==> src/rtl/branch_pkg.sv <==
// ============================================================================
// Module  : branch_pkg
// Brief   : funct3 encodings, BHT counter type and index helper for branch_resolve_unit
// Revision: 1.0 - initial release
// ============================================================================
`default_nettype none

package branch_pkg;

  localparam logic [2:0] F3_BEQ  = 3'b000;
  localparam logic [2:0] F3_BNE  = 3'b001;
  localparam logic [2:0] F3_BLT  = 3'b100;
  localparam logic [2:0] F3_BGE  = 3'b101;
  localparam logic [2:0] F3_BLTU = 3'b110;
  localparam logic [2:0] F3_BGEU = 3'b111;

  typedef logic [1:0] br_ctr_t;

  localparam br_ctr_t CTR_INIT_DEFAULT = 2'b01;

  // Word-aligned PC bits select the counter; depth is a power of two.
  function automatic logic [31:0] bht_index(input logic [63:0] pc, input int unsigned depth);
    logic [63:0] v_mask;
    v_mask = 64'(depth) - 64'd1;
    return 32'((pc >> 2) & v_mask);
  endfunction

endpackage

`default_nettype wire

==> src/rtl/branch_cmp.sv <==
// ============================================================================
// Module  : branch_cmp
// Brief   : Combinational XLEN-wide branch condition evaluation and funct3 decode
// Revision: 1.0 - initial release
// ============================================================================
`default_nettype none

module branch_cmp
  import branch_pkg::*;
#(
  parameter int unsigned XLEN = 32
) (
  input  logic [XLEN-1:0] rs1,
  input  logic [XLEN-1:0] rs2,
  input  logic [2:0]      f3,
  output logic            taken,
  output logic            illegal
);

  always_comb begin
    taken   = 1'b0;
    illegal = 1'b0;
    case (f3)
      F3_BEQ:  taken = (rs1 == rs2);
      F3_BNE:  taken = (rs1 != rs2);
      F3_BLT:  taken = ($signed(rs1) <  $signed(rs2));
      F3_BGE:  taken = ($signed(rs1) >= $signed(rs2));
      F3_BLTU: taken = (rs1 <  rs2);
      F3_BGEU: taken = (rs1 >= rs2);
      default: illegal = 1'b1;
    endcase
  end

endmodule

`default_nettype wire

==> src/rtl/branch_resolve_unit.sv <==
// ============================================================================
// Module  : branch_resolve_unit
// Brief   : Registered branch resolution with redirect/mispredict, 2-bit BHT,
//           optional statistics counters enabled by BRANCH_STATS_EN
// Revision: 1.0 - initial release
// ============================================================================
`default_nettype none

module branch_resolve_unit
  import branch_pkg::*;
#(
  parameter int unsigned XLEN      = 32,
  parameter int unsigned BHT_DEPTH = 64,
  parameter br_ctr_t     CTR_INIT  = CTR_INIT_DEFAULT
) (
  input  logic            clk,
  input  logic            rst_n,
  input  logic            in_valid,
  output logic            in_ready,
  input  logic [XLEN-1:0] in_pc,
  input  logic [XLEN-1:0] in_rs1,
  input  logic [XLEN-1:0] in_rs2,
  input  logic [2:0]      in_f3,
  input  logic [XLEN-1:0] in_imm,
  input  logic            in_pred_taken,
  input  logic            flush,
  output logic            out_valid,
  input  logic            out_ready,
  output logic            out_taken,
  output logic [XLEN-1:0] out_redirect,
  output logic            out_mispredict,
  output logic            out_illegal,
  input  logic [XLEN-1:0] pq_pc,
  output logic            pq_taken,
  output logic [31:0]     stat_branches,
  output logic [31:0]     stat_mispred
);

  localparam int unsigned     c_idx_w   = $clog2(BHT_DEPTH);
  localparam logic [XLEN-1:0] c_pc_step = XLEN'(4);

  logic              w_cmp_taken;
  logic              w_cmp_illegal;
  logic              w_accept;
  logic              w_train;
  logic [XLEN-1:0]   w_redirect;
  logic [c_idx_w-1:0] w_in_idx;
  logic [c_idx_w-1:0] w_pq_idx;

  logic              r_out_valid;
  logic              r_taken;
  logic [XLEN-1:0]   r_redirect;
  logic              r_mispredict;
  logic              r_illegal;
  logic [c_idx_w-1:0] r_idx;
  br_ctr_t           r_bht [BHT_DEPTH];

  branch_cmp #(.XLEN(XLEN)) u_cmp (
    .rs1     (in_rs1),
    .rs2     (in_rs2),
    .f3      (in_f3),
    .taken   (w_cmp_taken),
    .illegal (w_cmp_illegal)
  );

  assign in_ready   = ~r_out_valid | out_ready;
  assign w_accept   = in_valid & in_ready;
  assign w_train    = r_out_valid & out_ready & ~flush & ~r_illegal;
  assign w_redirect = w_cmp_taken ? (in_pc + in_imm) : (in_pc + c_pc_step);
  assign w_in_idx   = c_idx_w'(bht_index(64'(in_pc), BHT_DEPTH));
  assign w_pq_idx   = c_idx_w'(bht_index(64'(pq_pc), BHT_DEPTH));

  // Flush has priority over a same-cycle accept: the incoming branch is dropped.
  always_ff @(posedge clk) begin
    if (!rst_n) begin
      r_out_valid  <= 1'b0;
      r_taken      <= 1'b0;
      r_redirect   <= '0;
      r_mispredict <= 1'b0;
      r_illegal    <= 1'b0;
      r_idx        <= '0;
    end else if (flush) begin
      r_out_valid <= 1'b0;
    end else if (w_accept) begin
      r_out_valid  <= 1'b1;
      r_taken      <= w_cmp_taken;
      r_redirect   <= w_redirect;
      r_mispredict <= ~w_cmp_illegal & (w_cmp_taken ^ in_pred_taken);
      r_illegal    <= w_cmp_illegal;
      r_idx        <= w_in_idx;
    end else if (out_ready) begin
      r_out_valid <= 1'b0;
    end
  end

  always_ff @(posedge clk) begin
    if (!rst_n) begin
      for (int i = 0; i < int'(BHT_DEPTH); i++) begin
        r_bht[i] <= CTR_INIT;
      end
    end else if (w_train) begin
      if (r_taken) begin
        if (r_bht[r_idx] != 2'b11) r_bht[r_idx] <= r_bht[r_idx] + 2'd1;
      end else begin
        if (r_bht[r_idx] != 2'b00) r_bht[r_idx] <= r_bht[r_idx] - 2'd1;
      end
    end
  end

  // Read of the array is pre-update, so a same-cycle training write is not visible.
  assign pq_taken = r_bht[w_pq_idx][1];

  assign out_valid      = r_out_valid;
  assign out_taken      = r_taken;
  assign out_redirect   = r_redirect;
  assign out_mispredict = r_mispredict;
  assign out_illegal    = r_illegal;

`ifdef BRANCH_STATS_EN
  logic [31:0] r_stat_branches;
  logic [31:0] r_stat_mispred;

  always_ff @(posedge clk) begin
    if (!rst_n) begin
      r_stat_branches <= '0;
      r_stat_mispred  <= '0;
    end else if (w_train) begin
      if (r_stat_branches != 32'hFFFF_FFFF) r_stat_branches <= r_stat_branches + 32'd1;
      if (r_mispredict && (r_stat_mispred != 32'hFFFF_FFFF)) r_stat_mispred <= r_stat_mispred + 32'd1;
    end
  end

  assign stat_branches = r_stat_branches;
  assign stat_mispred  = r_stat_mispred;
`else
  assign stat_branches = '0;
  assign stat_mispred  = '0;
`endif

endmodule

`default_nettype wire

==> config.mk <==
export PLATFORM = sky130hd
export DESIGN_NAME = branch_resolve_unit
export DESIGN_NICKNAME = d
export VERILOG_FILES = /design/src/rtl/branch_pkg.sv /design/src/rtl/branch_cmp.sv /design/src/rtl/branch_resolve_unit.sv
export SDC_FILE = /design/constraint.sdc
export NUM_CORES = 1
export LEC_CHECK = 0
export ABC_CLOCK_PERIOD_IN_PS = 3900
export CAP_MARGIN = 40
export CORE_ASPECT_RATIO = 1.2
export CORE_MARGIN = 8
export CORE_UTILIZATION = 47
export DETAILED_ROUTE_END_ITERATION = 16
export PLACE_DENSITY = 0.82
export SYNTH_ARGS = -nofsm -noshare
export SYNTH_HDL_FRONTEND = slang
export SYNTH_SLANG_ARGS = --single-unit
export TNS_END_PERCENT = 1
==> constraint.sdc <==
create_clock -name clk -period 3.9 [get_ports clk]
set_clock_uncertainty 0.1 [all_clocks]
set_input_delay 0.78 -clock clk [delete_from_list [all_inputs] [get_ports clk]]
set_output_delay 0.78 -clock clk [all_outputs]
set_load 0.02 [all_outputs]
# == After elaboration in Yosys (flattened, before gate mapping) ==
# Memories as Yosys holds them, arrays and structs flattened. A register that Yosys moved wholly into a read port is not among the register bits.
# Index checks and enable logic that the tools add are counted.
# word_totals
romBits,0
ramBits,128
input_bits,169
elab_cells,64
output_inout_bits,102
latch_bits,0
mem_count,1
reg_bits,42
# classes
n_eq_ne,8
n_div,0
addsub,4
mux,22
reduce_logical,7
bitwise,12
n_shift,0
mul,0
n_lt_le_gt_ge,4
# memory_table
memory,words,width,rd,rd_ports_with_merged_regs,wr,line,rtl
r_bht,64,2,2,1,64,branch_resolve_unit.sv:56,br_ctr_t r_bht [BHT_DEPTH];
# op_table
op,count
greater-or-equal comparator 32 bit,2
less-than comparator 32 bit,2
"adder 32 x 3 -> 32 bit, second input constant",1
adder 32 bit,1
equality test 32 bit,1
two-way mux 32 bit,1
inequality test 32 bit,1
two-way mux 6 bit,3
two-way mux 1 bit,15
"equality test 3 bit, second input constant",4
one-hot mux 1 bit (6 select lines),1
OR reduction 6 bit,1
AND 1 bit,5
two-way mux 2 bit,2
inverter 1 bit,4
nonzero test 2 bit,2
OR reduction 2 bit,2
"equality test 3 x 1 -> 1 bit, second input constant",1
zero test 3 bit,1
"adder 2 x 1 -> 2 bit, second input constant",1
"inequality test 2 bit, second input constant",1
OR 1 bit,2
AND reduction 2 bit,1
"subtractor 2 x 1 -> 2 bit, second input constant",1
bitwise XOR 1 bit,1

# == Depth between registers and ports, before layout ==
# logic_depth
word_depth,9
ltp_mapped,12
depth_no_buf,12

# == Modules after synthesis ==
# From an unflattened synthesis, not the netlist that was laid out.
# unflattened
cells_unflattened,1307
area_unflattened_um2,12953.7
# modules_own_cells
module,cells_each,n_inst,area_each_um2
branch_resolve_unit,1178,1,12024.0
branch_cmp,129,1,929.6

# == Least setup slack after synthesis ==
# No wires, ideal clock.
# synth_timing
kind,input to output
start,input port pq_pc[2]
end,output port pq_taken
path_slack_ns,-0.241
cell_stages,5
path_buffers,2
t_arrival_ns,3.261
required_ns,3.020
cell_sequence,clkbuf_1 > buf_1 > mux4_2 > mux4_2 > mux4_2
# synth_via
elab_chain_cells,1
# synth_lines
element,line,rtl
from (decl),branch_resolve_unit.sv:33,"input logic [XLEN-1:0] pq_pc,"
memory (64 x 2 bit),n/a,
to (decl),branch_resolve_unit.sv:34,"output logic pq_taken,"
# Every way passes these cells.

==> metrics.cfg <==
[run_status]
status=finished with violations
violations=negative setup slack

[clocking]
clk_pin_slew_worst_paths_ps=80
cts_max_path_buffers=2
cts.sinks=176
hold_buffers=0
htree_levels=4
cts_tree=built
insertion_delay_ps=440
numCtsBuffers=17
root_buffer=clkbuf_16

[sta]
tightest_slew_ps=954
grt_setup_unrepaired=yes
finalMaxSlewViolations=0
fin_setup_tns_ps=-46.7
post-route-period-util_pct=100
setup_violations=5
max_freq_mhz=255
hold_ws_ps=360
finalWorstSetupSlack_ps=-16.6
hold_viol_final=0
slew_headroom_pct=36.4
fin_crit_ps=3920

[synth]
synthDistinctLibCells=65
synthMostInstantiatedCell=nand2_1
ys_top_cells_by_count=nand2_1 (150), edfxtp_1 (128), nor2_1 (114)
syn_inst=1219
synth_edf_count=128
async_flop_share_pct=0
yosysTopAreaCellShare_pct=32.1
avgSynthCellArea_sq_um=9.82
syn-cell-area_sq_um=12000
ys_warn_count=0
synthFlopType=edfxtp_1
ys_seq_area_share_pct=40.1
yosysTopAreaCell=edfxtp_1
synth_seq_cells=176
ys_top_cells_by_area=edfxtp_1 (32%), mux4_2 (12%), dfxtp_1 (8.0%)

[grt]
grt_pass1_wl_microns=58000
grt.total_usage_pct=24.0
grtUsageMet2_pct=42.2
gr-usage-met3_pct=6.03
grt_max_degree=82
grt-ovfl-total=0
grt_pass1_vias=10800
grtUsageMet1_pct=27.9
gr-max-usage-layer=met2
antenna_found_initial=0

[drt]
num_vias=10700
drt-initial-drc-count=1065
ant_nets=0
drc=0
via_per_inst=5.94
avgRoutedWirePerCell_microns=20.9
routed_wl_microns=37600
firstDrtPassIters=7

[final_layout]
drive_above_1_share_pct=15.2
nFillCells=2089
fin_nets=1690
antenna_cells=0
area_growth_pct=27.2

[run]
maxCapViolations=0

[placement]
hpwl_microns=28800
port_buffers=180
place.gp.congestion=0.973
place_ws_ps=-500

[power]
power_uw=5060
vdd_drop_max_uv=337
power_density_nw_per_um2=333
p_leak_uw=0.00540

[min_path]
hold_path.class=reg2reg

[floorplanning]
die_y_microns=191
boundaryPins=271
initial_core_util_pct=47.3
die_width_microns=162
core_area_sq_um=25300
rows=64
dieArea_sq_um=30900

[worst_setup_path]
arrival_ps=3920
cp-end-kind=register
startpoint_type=register
cp.required_ps=3910
critPathKind=reg2reg
path_max_fanout=11

flip-flops by register name, indices dropped and copies added (netlist names), named ones only:
register / cells
out_redirect: 32
r_idx: 6
out_taken: 1
out_illegal: 1
out_mispredict: 1
r_bht: 128
out_valid: 1
layout by cell type (no fill, tap or decap), types with 10 or more instances in the layout:
| cell | n |
|---|---|
| nor3_1 | 11 |
| o21ai_2 | 11 |
| conb_1 | 64 |
| and3_1 | 10 |
| nand2_1 | 150 |
| nand3_1 | 39 |
| o21ai_1 | 56 |
| clkdlybuf4s50_1 | 177 |
| inv_1 | 52 |
| o211ai_1 | 20 |
| nor2_1 | 114 |
| clkbuf_16 | 17 |
| a21oi_1 | 67 |
| ha_1 | 64 |
| or2_1 | 15 |
| nand4_1 | 18 |
| xnor2_1 | 27 |
| dfxtp_1 | 47 |
| mux4_2 | 62 |
| edfxtp_1 | 128 |
| buf_4 | 102 |
| xor2_1 | 25 |
| o21ai_0 | 41 |
power by group:
part	internal, uW	switching [uW]	total (uW)
clock	889	885	1770
sequential	2050	50.1	2110
combinational	561	622	1180
total	3510	1560	5060
path summary, 6_finish.rpt:
check | from | endpoint | slack, ps | cells after the start
worst min-delay path | out_redirect[7]$_SDFFE_PN0P_ | out_redirect[7]$_SDFFE_PN0P_ | 360 | 2
worst max register to register | register | r_bht[19][1]$_SDFFCE_PN0P_ | -20 | 8
worst max-delay path | register | r_bht[19][1]$_SDFFCE_PN0P_ | -20 | 8
worst min register to register | out_redirect[7]$_SDFFE_PN0P_ | out_redirect[7]$_SDFFE_PN0P_ | 360 | 2
final cells by class:
| type | instances | area (sq um) | area share, % |
|---|---|---|---|
| Clock buffer | 17 | 425 | 2.79 |
| Clock inverter | 15 | 209 | 1.37 |
| Inverter | 53 | 199 | 1.31 |
| Multi-Input combinational cell | 920 | 6480 | 42.6 |
| Sequential cell | 176 | 4810 | 31.6 |
| Tap cell | 330 | 413 | 2.71 |
| Timing Repair Buffer | 288 | 2690 | 17.7 |
per-stage QoR:
step	utilization, %	cells	area, sq um
finish	60.2	1799	15200
global route	60.2	1799	15200
CTS	60.0	1799	15200
floorplan	-	1282	12200
global placement	57.4	1766	14500
detailed placement	57.4	1766	14500
layer usage:
metal | share of wire, % | routed length [microns]
met5 | 0 | 0
met4 | 3.1 | 1150
met3 | 11 | 3960
met2 | 51 | 19200
met1 | 35 | 13300
what timing repair did:
| action | 4_1_cts | 5_1_grt |
|---|---|---|
| endpoints found under the setup margin | 1 | 115 |
| setup buffers | 0 | 0 |
| gates cloned | 1 | 0 |
| resized for setup | 6 | 12 |
worst max-delay path: stages, from the launching register on:
cell and delay [ps]:
dfxtp_2 420, buf_12 190, mux4_2 520, mux4_2 520, mux4_2 560, and2_1 210, a21o_1 330, or2_1 390
o21ai_1 340
cells by family after synthesis:
family	count (synthesis)	synth area share, %
other	1	0.0313
flip-flops	176	40.1
AND/OR/NAND/NOR	405	15.5
buffers and inverters	186	8.15
adder cells (fa/ha/maj)	65	6.86
XOR/XNOR	52	3.80
multiplexers	69	12.3
AO/OA/AOI/OAI	265	13.3
No activity file was read; power rests on OpenSTA's default activity.
